File: config.mk
export PLATFORM = sky130hd
export DESIGN_NAME = timer_4bit_seq_flat
export DESIGN_NICKNAME = d
export VERILOG_FILES = /design/src/rtl/timer_4bit_seq_if.sv /design/src/rtl/timer_4bit_seq.sv /design/src/flat_wrapper.sv
export SDC_FILE = /design/constraint.sdc
export NUM_CORES = 1
export LEC_CHECK = 0
export BUFFER_PORTS_ARGS = -buffer_cell sky130_fd_sc_hd__buf_2
export CAP_MARGIN = 10
export CORE_MARGIN = 2
export CORE_UTILIZATION = 48
export CTS_CLUSTER_DIAMETER = 120
export CTS_CLUSTER_SIZE = 30
export DETAILED_ROUTE_END_ITERATION = 10
export MAX_ROUTING_LAYER = met4
export PLACE_DENSITY = 0.77
export SYNTH_ARGS = -nofsm -noshare
export SYNTH_HDL_FRONTEND = slang
export SYNTH_SLANG_ARGS = --single-unit
File: constraint.sdc
create_clock -name clk -period 1.6 [get_ports clk]
set_input_delay 0.16 -clock clk [delete_from_list [all_inputs] [get_ports clk]]
set_output_delay 0.16 -clock clk [all_outputs]
set_load 0.03 [all_outputs]
File: src/rtl/timer_4bit_seq_if.sv
// rtl/timer_4bit_seq_if.sv - request/status bundle between control logic and timer_4bit_seq
interface timer_4bit_seq_if;
  logic       start;
  logic [3:0] req_preset;
  logic       req_mode;
  logic [3:0] req_reps;
  logic       pause;
  logic       abort;
  logic       ready;
  logic       busy;
  logic       irq;
  logic       aborted;
  logic [3:0] intervals_done;

  modport master (
    output start, req_preset, req_mode, req_reps, pause, abort,
    input  ready, busy, irq, aborted, intervals_done
  );

  modport slave (
    input  start, req_preset, req_mode, req_reps, pause, abort,
    output ready, busy, irq, aborted, intervals_done
  );
endinterface

File: src/rtl/timer_4bit_seq.sv
// rtl/timer_4bit_seq.sv - sequences repeated timer_4bit intervals from one start/ready request
module timer_4bit_seq (
  input  logic                 clk,
  input  logic                 reset,
  timer_4bit_seq_if.slave      req,
  output logic                 tmr_load,
  output logic                 tmr_enable,
  output logic                 tmr_mode,
  output logic [3:0]           tmr_preset,
  input  logic                 tmr_done
);

  localparam logic [1:0] ST_IDLE   = 2'd0;
  localparam logic [1:0] ST_LOAD   = 2'd1;
  localparam logic [1:0] ST_RUN    = 2'd2;
  localparam logic [1:0] ST_FINISH = 2'd3;

  logic [1:0] state_q, state_d;
  logic [3:0] preset_q, preset_d;
  logic       mode_q, mode_d;
  logic [3:0] reps_left_q, reps_left_d;
  logic [3:0] intervals_done_q, intervals_done_d;
  logic       aborted_q, aborted_d;
  logic       active;

  assign active = (state_q != ST_IDLE);

  always_comb begin
    state_d          = state_q;
    preset_d         = preset_q;
    mode_d           = mode_q;
    reps_left_d      = reps_left_q;
    intervals_done_d = intervals_done_q;
    aborted_d        = 1'b0;
    // abort outranks everything except reset and is a no-op in IDLE
    if (active && req.abort) begin
      state_d   = ST_IDLE;
      aborted_d = 1'b1;
    end else begin
      case (state_q)
        ST_IDLE: begin
          if (req.start) begin
            preset_d         = req.req_preset;
            mode_d           = req.req_mode;
            reps_left_d      = (req.req_reps == 4'd0) ? 4'd1 : req.req_reps;
            intervals_done_d = 4'd0;
            state_d          = ST_LOAD;
          end
        end
        ST_LOAD: state_d = ST_RUN;
        ST_RUN: begin
          if (tmr_done) begin
            intervals_done_d = intervals_done_q + 4'd1;
            reps_left_d      = reps_left_q - 4'd1;
            state_d          = (reps_left_q == 4'd1) ? ST_FINISH : ST_LOAD;
          end
        end
        default: state_d = ST_IDLE;
      endcase
    end
  end

  always_ff @(posedge clk or negedge reset) begin
    if (!reset) begin
      state_q          <= ST_IDLE;
      preset_q         <= 4'd0;
      mode_q           <= 1'b0;
      reps_left_q      <= 4'd0;
      intervals_done_q <= 4'd0;
      aborted_q        <= 1'b0;
    end else begin
      state_q          <= state_d;
      preset_q         <= preset_d;
      mode_q           <= mode_d;
      reps_left_q      <= reps_left_d;
      intervals_done_q <= intervals_done_d;
      aborted_q        <= aborted_d;
    end
  end

  // abort gates the timer controls and irq in the very cycle it is seen
  assign req.ready          = (state_q == ST_IDLE);
  assign req.busy           = active;
  assign req.irq            = (state_q == ST_FINISH) && !req.abort;
  assign req.aborted        = aborted_q;
  assign req.intervals_done = intervals_done_q;

  assign tmr_load   = (state_q == ST_LOAD) && !req.abort;
  assign tmr_enable = (state_q == ST_RUN) && !req.abort && !req.pause && !tmr_done;
  assign tmr_mode   = mode_q;
  assign tmr_preset = preset_q;

endmodule

File: src/flat_wrapper.sv
// flat-port wrapper written by rule: the top's interface ports become plain ports
module timer_4bit_seq_flat 
  (clk, reset, tmr_load, tmr_enable, tmr_mode, tmr_preset, tmr_done, req_start, req_req_preset, req_req_mode, req_req_reps, req_pause, req_abort, req_ready, req_busy, req_irq, req_aborted, req_intervals_done);
  timer_4bit_seq_if req_i ();
  input  logic clk;
  input  logic reset;
  output logic tmr_load;
  output logic tmr_enable;
  output logic tmr_mode;
  output logic [3:0] tmr_preset;
  input  logic tmr_done;
  input wire logic [$bits(req_i.start)-1:0] req_start;
  input wire logic [$bits(req_i.req_preset)-1:0] req_req_preset;
  input wire logic [$bits(req_i.req_mode)-1:0] req_req_mode;
  input wire logic [$bits(req_i.req_reps)-1:0] req_req_reps;
  input wire logic [$bits(req_i.pause)-1:0] req_pause;
  input wire logic [$bits(req_i.abort)-1:0] req_abort;
  output wire logic [$bits(req_i.ready)-1:0] req_ready;
  output wire logic [$bits(req_i.busy)-1:0] req_busy;
  output wire logic [$bits(req_i.irq)-1:0] req_irq;
  output wire logic [$bits(req_i.aborted)-1:0] req_aborted;
  output wire logic [$bits(req_i.intervals_done)-1:0] req_intervals_done;
  assign req_i.start = req_start;
  assign req_i.req_preset = req_req_preset;
  assign req_i.req_mode = req_req_mode;
  assign req_i.req_reps = req_req_reps;
  assign req_i.pause = req_pause;
  assign req_i.abort = req_abort;
  assign req_ready = req_i.ready;
  assign req_busy = req_i.busy;
  assign req_irq = req_i.irq;
  assign req_aborted = req_i.aborted;
  assign req_intervals_done = req_i.intervals_done;
  timer_4bit_seq u_core (.clk(clk), .reset(reset), .req(req_i), .tmr_load(tmr_load), .tmr_enable(tmr_enable), .tmr_mode(tmr_mode), .tmr_preset(tmr_preset), .tmr_done(tmr_done));
endmodule
**Word level (Yosys, flattened, before mapping)**

Index checks and enable logic that the tools add are counted.
W data, S select, Z words.

- Flip-flop bits (word level): 16
- Latch bits: 0
- RAM bits: 0
- Memory bits (read-only): 0
- Bits of input ports: 15
- Word-level logic and storage cells: 46
- Memories kept: 0

- Add/subtract/negate cells: 2
- $mul: 0
- Divide/modulo/power cells: 0
- Magnitude comparators: 0
- Eq/ne operators: 8
- Shifts and indexed selects: 0
- Muxes and demuxes: 13
- Bitwise gates (word level): 1
- Reductions and logical operators: 16

Operator list:

| cell | count |
|---|---|
| $mux W4 | 5 |
| $pmux W4 S2 | 2 |
| $mux W2 | 4 |
| $logic_and A1 B1 Y1 | 6 |
| $ne A3 B2 Y1 const B | 2 |
| $pmux W2 S3 | 1 |
| $add A4 B1 Y4 const B | 1 |
| $eq A2 B2 Y1 const B | 2 |
| $eq A4 B1 Y1 const B | 1 |
| $logic_not A4 Y1 | 1 |
| $ne A2 B2 Y1 const B | 2 |
| $reduce_and A4 Y1 | 1 |
| $reduce_bool A2 Y1 | 2 |
| $sub A4 B1 Y4 const B | 1 |
| $logic_not A1 Y1 | 3 |
| $reduce_and A3 Y1 | 1 |
| $eq A2 B1 Y1 const B | 1 |
| $logic_not A2 Y1 | 1 |
| $reduce_and A2 Y1 | 1 |
| $mux W1 | 1 |
| $not A1 Y1 | 1 |

**Logic depth before layout (Yosys ltp)**

- Depth after elaboration: 5
- Depth in mapped cells: 5
- Gate-level depth less buffers: 5

**Least setup slack after synthesis**

No wires, ideal clock.

- Kind: reg-to-output
- Start: reg u_core.state_q[0]
- End: out tmr_enable
- Arrival time: 1638 ps
- Path slack: -198 ps
- Cell stages (with the launch flop): 4
- Path through: dfrtp_1 > clkbuf_2 > nand2b_1 > nor4_1

- Cells in the longest elaborated chain, start to end: 4

Ends and longest elaborated chain:

| item | RTL line | source |
|---|---|---|
| start, declared | timer_4bit_seq.sv:18 | `logic [1:0] state_q, state_d;` |
| start signal, assigned | timer_4bit_seq.sv:72 | `state_q <= state_d;` |
| $eq A2 B2 Y1 | timer_4bit_seq.sv:89 | `assign tmr_enable = (state_q == ST_RUN) && !req.abort && !req.pause && !tmr_done;` |
| $logic_and A1 B1 Y1 (3 in series) | timer_4bit_seq.sv:89 |  |
| end, declared | flat_wrapper.sv:8 | `output logic tmr_enable;` |

Every way passes these cells.

**Worst setup path after layout**

- Start: reg u_core.state_q[0]
- End: out req_ready

- Cells in the longest elaborated chain, start to end: 1

Ends and longest elaborated chain:

| item | RTL line | source |
|---|---|---|
| $logic_not A2 Y1 | timer_4bit_seq.sv:82 | `assign req.ready = (state_q == ST_IDLE);` |
| end, declared | flat_wrapper.sv:18 | `output wire logic [$bits(req_i.ready)-1:0] req_ready;` |

Every way passes these cells.

==> impl_metrics.tcl <==
set metrics [dict create \
    cts_max_level 1 \
    p_switching_uw 465 \
    fmax_mhz 656 \
    path_cells "buf_4, or2_2, inv_1, buf_4" \
    syn2layout_area_growth_pct 30.9 \
    p_per_area_nw_per_um2 1100 \
    max_cap_violations 0 \
    p_clk_share_pct 21.2 \
    crit_arrival_ns 1.36 \
    slew_violations 0 \
    path_max_fanout 10 \
    cts-root-buf "clkbuf_4" \
    cp_common_cell "buf_4" \
    finalClockSkew_ns 0.000561 \
    io_pins 30 \
    grt_pass1_vias 712 \
    synthTopCellsByCount "nand2_1 (18), dfrtp_1 (16), inv_1 (6)" \
    syn_area_um2 875 \
    path_clk_slew_ns 0.10 \
    port-buffer-count 29 \
    design.core.area_um2 1730 \
    antenna_cells 0 \
    rows 15 \
    rsz0062_at_grt "false" \
    cts_tree "done" \
    nets 146 \
    ys_ff_latch 16 \
    cp-startpoint "u_core.state_q[0]$_DFFE_PN0P_" \
    finalSetupTns_ns 0 \
    synth_top_cell_area_share_pct 45.8 \
    cp_data_required_time_ns 1.44 \
    die_x_um 46.7 \
    hp-start "req_req_preset[2]" \
    die_h_um 46.7 \
    synthArstFlopShare_pct 100 \
    yosysTopAreaCell "dfrtp_1" \
    synth.distinct_cells 33 \
    synth.most_common_cell "nand2_1" \
    p_seq_share_pct 42.7 \
    p_leak_nw 0.600 \
    grt_pass1_wl_um 3190 \
    start_util_pct 50.7 \
    finalWorstSetupSlack_ns 0.0768 \
    period_needed_ns 1.52 \
    synth_area_per_cell_um2 9.61 \
    min_path_type "in -> reg" \
    yosysSeqAreaShare_pct 45.8 \
    fin_crit_sh_pct 95.2 \
    stdcell_count 152 \
    combPwrFrac_pct 36.1 \
    p_int_uw 794 \
    worstSetupStartpointType "flip-flop" \
    synth_top_flop_cell "dfrtp_1" \
    status "completed" \
    gr-total-overflow 0 \
    n_fill_cell 158 \
    cpPeakStageDelay_ns 0.40 \
    place.gp.congestion 0.821 \
    crit_buf_inv 3 \
    numCtsBuffers 3 \
    die-area_um2 2180 \
    tightest_slew_ns 0.376 \
    wl_um 1990 \
    synth_edf_count 0 \
    firstDrtPassIters 4 \
    critPathKind "reg -> out" \
    wire_per_inst_um 13.1 \
    setup_viol 0 \
    finalHoldViolCount 0 \
    swShare_pct 36.9 \
    drive_above_1_share_pct 35.4 \
    vdd_drop_max_mv 0.629 \
    slew_headroom_pct 74.8 \
    drt_iter0_markers 10 \
    grt_antenna_before_repair 0 \
    critical_path.top_delay_family "flip-flops" \
    drc 0 \
    critPathSlowestCell "dfrtp_1" \
    worstSetupEndpointType "output port" \
    clkSinkCount 16 \
    timing.rr.start "u_core.state_q[0]$_DFFE_PN0P_" \
    pre_cts_ws_ns 0.161 \
    vias 781 \
    drtAntennaViolNets 0 \
    place_area_um2 1070 \
    final_area_um2 1140 \
    via_per_inst 5.14 \
    dpl.cell_count 146 \
    clk-insertion-delay-late_ns 0.28 \
    total_power_mw 1.26 \
    yosys-top-cells-area "dfrtp_1 (46%), nand2_1 (7.7%), ha_1 (4.3%)" \
    yosys_warnings 0 \
    synthCells 91 \
    grt_max_degree 17 \
    grt_usage_pct 21.9 \
    hpwl_um 1500 \
    max-clock-path-buffers 2 \
    synth.net_count 109 \
]
==> cell families (layout without fill, tap and decap cells) <==
kind of cell,Yosys count,after routing,share of synthesized area (%)
simple gates,48,48,33.3
compound gates,14,14,10.9
mux,1,1,1.14
buf+inv,9,45,4.58
flops,16,16,45.8
fa+ha+maj,3,3,4.29
==> state kept, by name, summed over array words and instances, names as in the netlist <==
register and flops:
u_core.req.aborted 1, u_core.state_q 2, u_core.reps_left_q 4, u_core.tmr_mode 1
u_core.tmr_preset 4, u_core.req.intervals_done 4
==> worst paths after layout <==
check	to	slack (ns)	depth (start not counted)
max	req_ready	0.08	4
min	u_core.tmr_preset[2]$_DFFE_PN0P_	0.06	3
max reg2reg	u_core.reps_left_q[0]$_DFFE_PN0P_	0.11	4
min reg2reg	u_core.tmr_preset[2]$_DFFE_PN0P_	0.48	2
max in group asynchronous	u_core.state_q[0]$_DFFE_PN0P_	1.02	2
min in group asynchronous	u_core.reps_left_q[2]$_DFFE_PN0P_	0.32	2
==> power by group through the flow <==
stage	Clock, mW	Combinational, mW	Sequential (mW)
2_1_floorplan	0	0.227	0.609
3_3_place_gp	0	0.424	0.543
3_5_place_dp	0	0.434	0.547
4_1_cts	0.273	0.452	0.536
5_1_grt	0.300	0.501	0.550
6_report	0.267	0.455	0.537
==> worst reg2reg max path: stages (launching register included) <==
cell and delay (ns):
dfrtp_1 0.40, buf_4 0.15, or3b_2 0.59, nand3_1 0.13, o211ai_1 0.09
==> cell type report <==
class                           count  area [µm²]  area share (%)
Tap cell                           25        31.3            2.73
Timing Repair Buffer               35         198            17.3
Multi-Input combinational cell     66         457            39.9
Clock buffer                        4        36.3            3.17
Inverter                            6        22.5            1.97
Sequential cell                    16         400            35.0
==> metal layers <==
metal  vias to the layer above  track usage, %  wire (µm)
met5                         -               -          0
met3                         2            2.35         72
met1                       373            30.7        947
li1                        389               -          -
met4                         0            6.67         13
met2                        17            33.3        957
==> timing repair <==
action                                  CTS  global route
endpoints found under the setup margin    2             2
endpoints found under the hold margin    16             0
pin swaps                                 0             0
resized for setup                         3             3
setup buffers                             1             0
hold buffers                              1             0
==> layout by cell type (no fill, tap or decap) <==
cell type / count
a211oi_1: 1
a21o_1: 1
a21oi_1: 3
and2_1: 1
and2b_1: 1
and3b_1: 1
and4bb_2: 1
buf_2: 27
buf_4: 7
clkbuf_4: 3
clkbuf_8: 1
dfrtp_1: 16
dlygate4sd3_1: 1
ha_1: 3
inv_1: 6
mux2i_1: 1
nand2_1: 18
nand2b_1: 2
nand2b_4: 1
nand3_1: 5
nand3b_1: 2
nand4b_1: 1
nand4bb_4: 1
nor2_1: 2
nor3_1: 3
nor3b_1: 4
nor3b_2: 1
nor4_4: 1
o211ai_1: 3
o21ai_0: 2
o22a_1: 2
o22ai_1: 1
o2bb2ai_1: 1
or2_2: 1
or3b_2: 1
or4_1: 1
==> through the flow <==
step           util (%)  hold slack, ns
3_5_place_dp       62.0          0.0971
5_1_grt            66.3          0.0686
2_1_floorplan         -          -0.136
6_report           66.3          0.0641
3_3_place_gp       62.0          0.0938
4_1_cts            65.7          0.0607
Note: power is estimated with default switching activity, not from simulation.
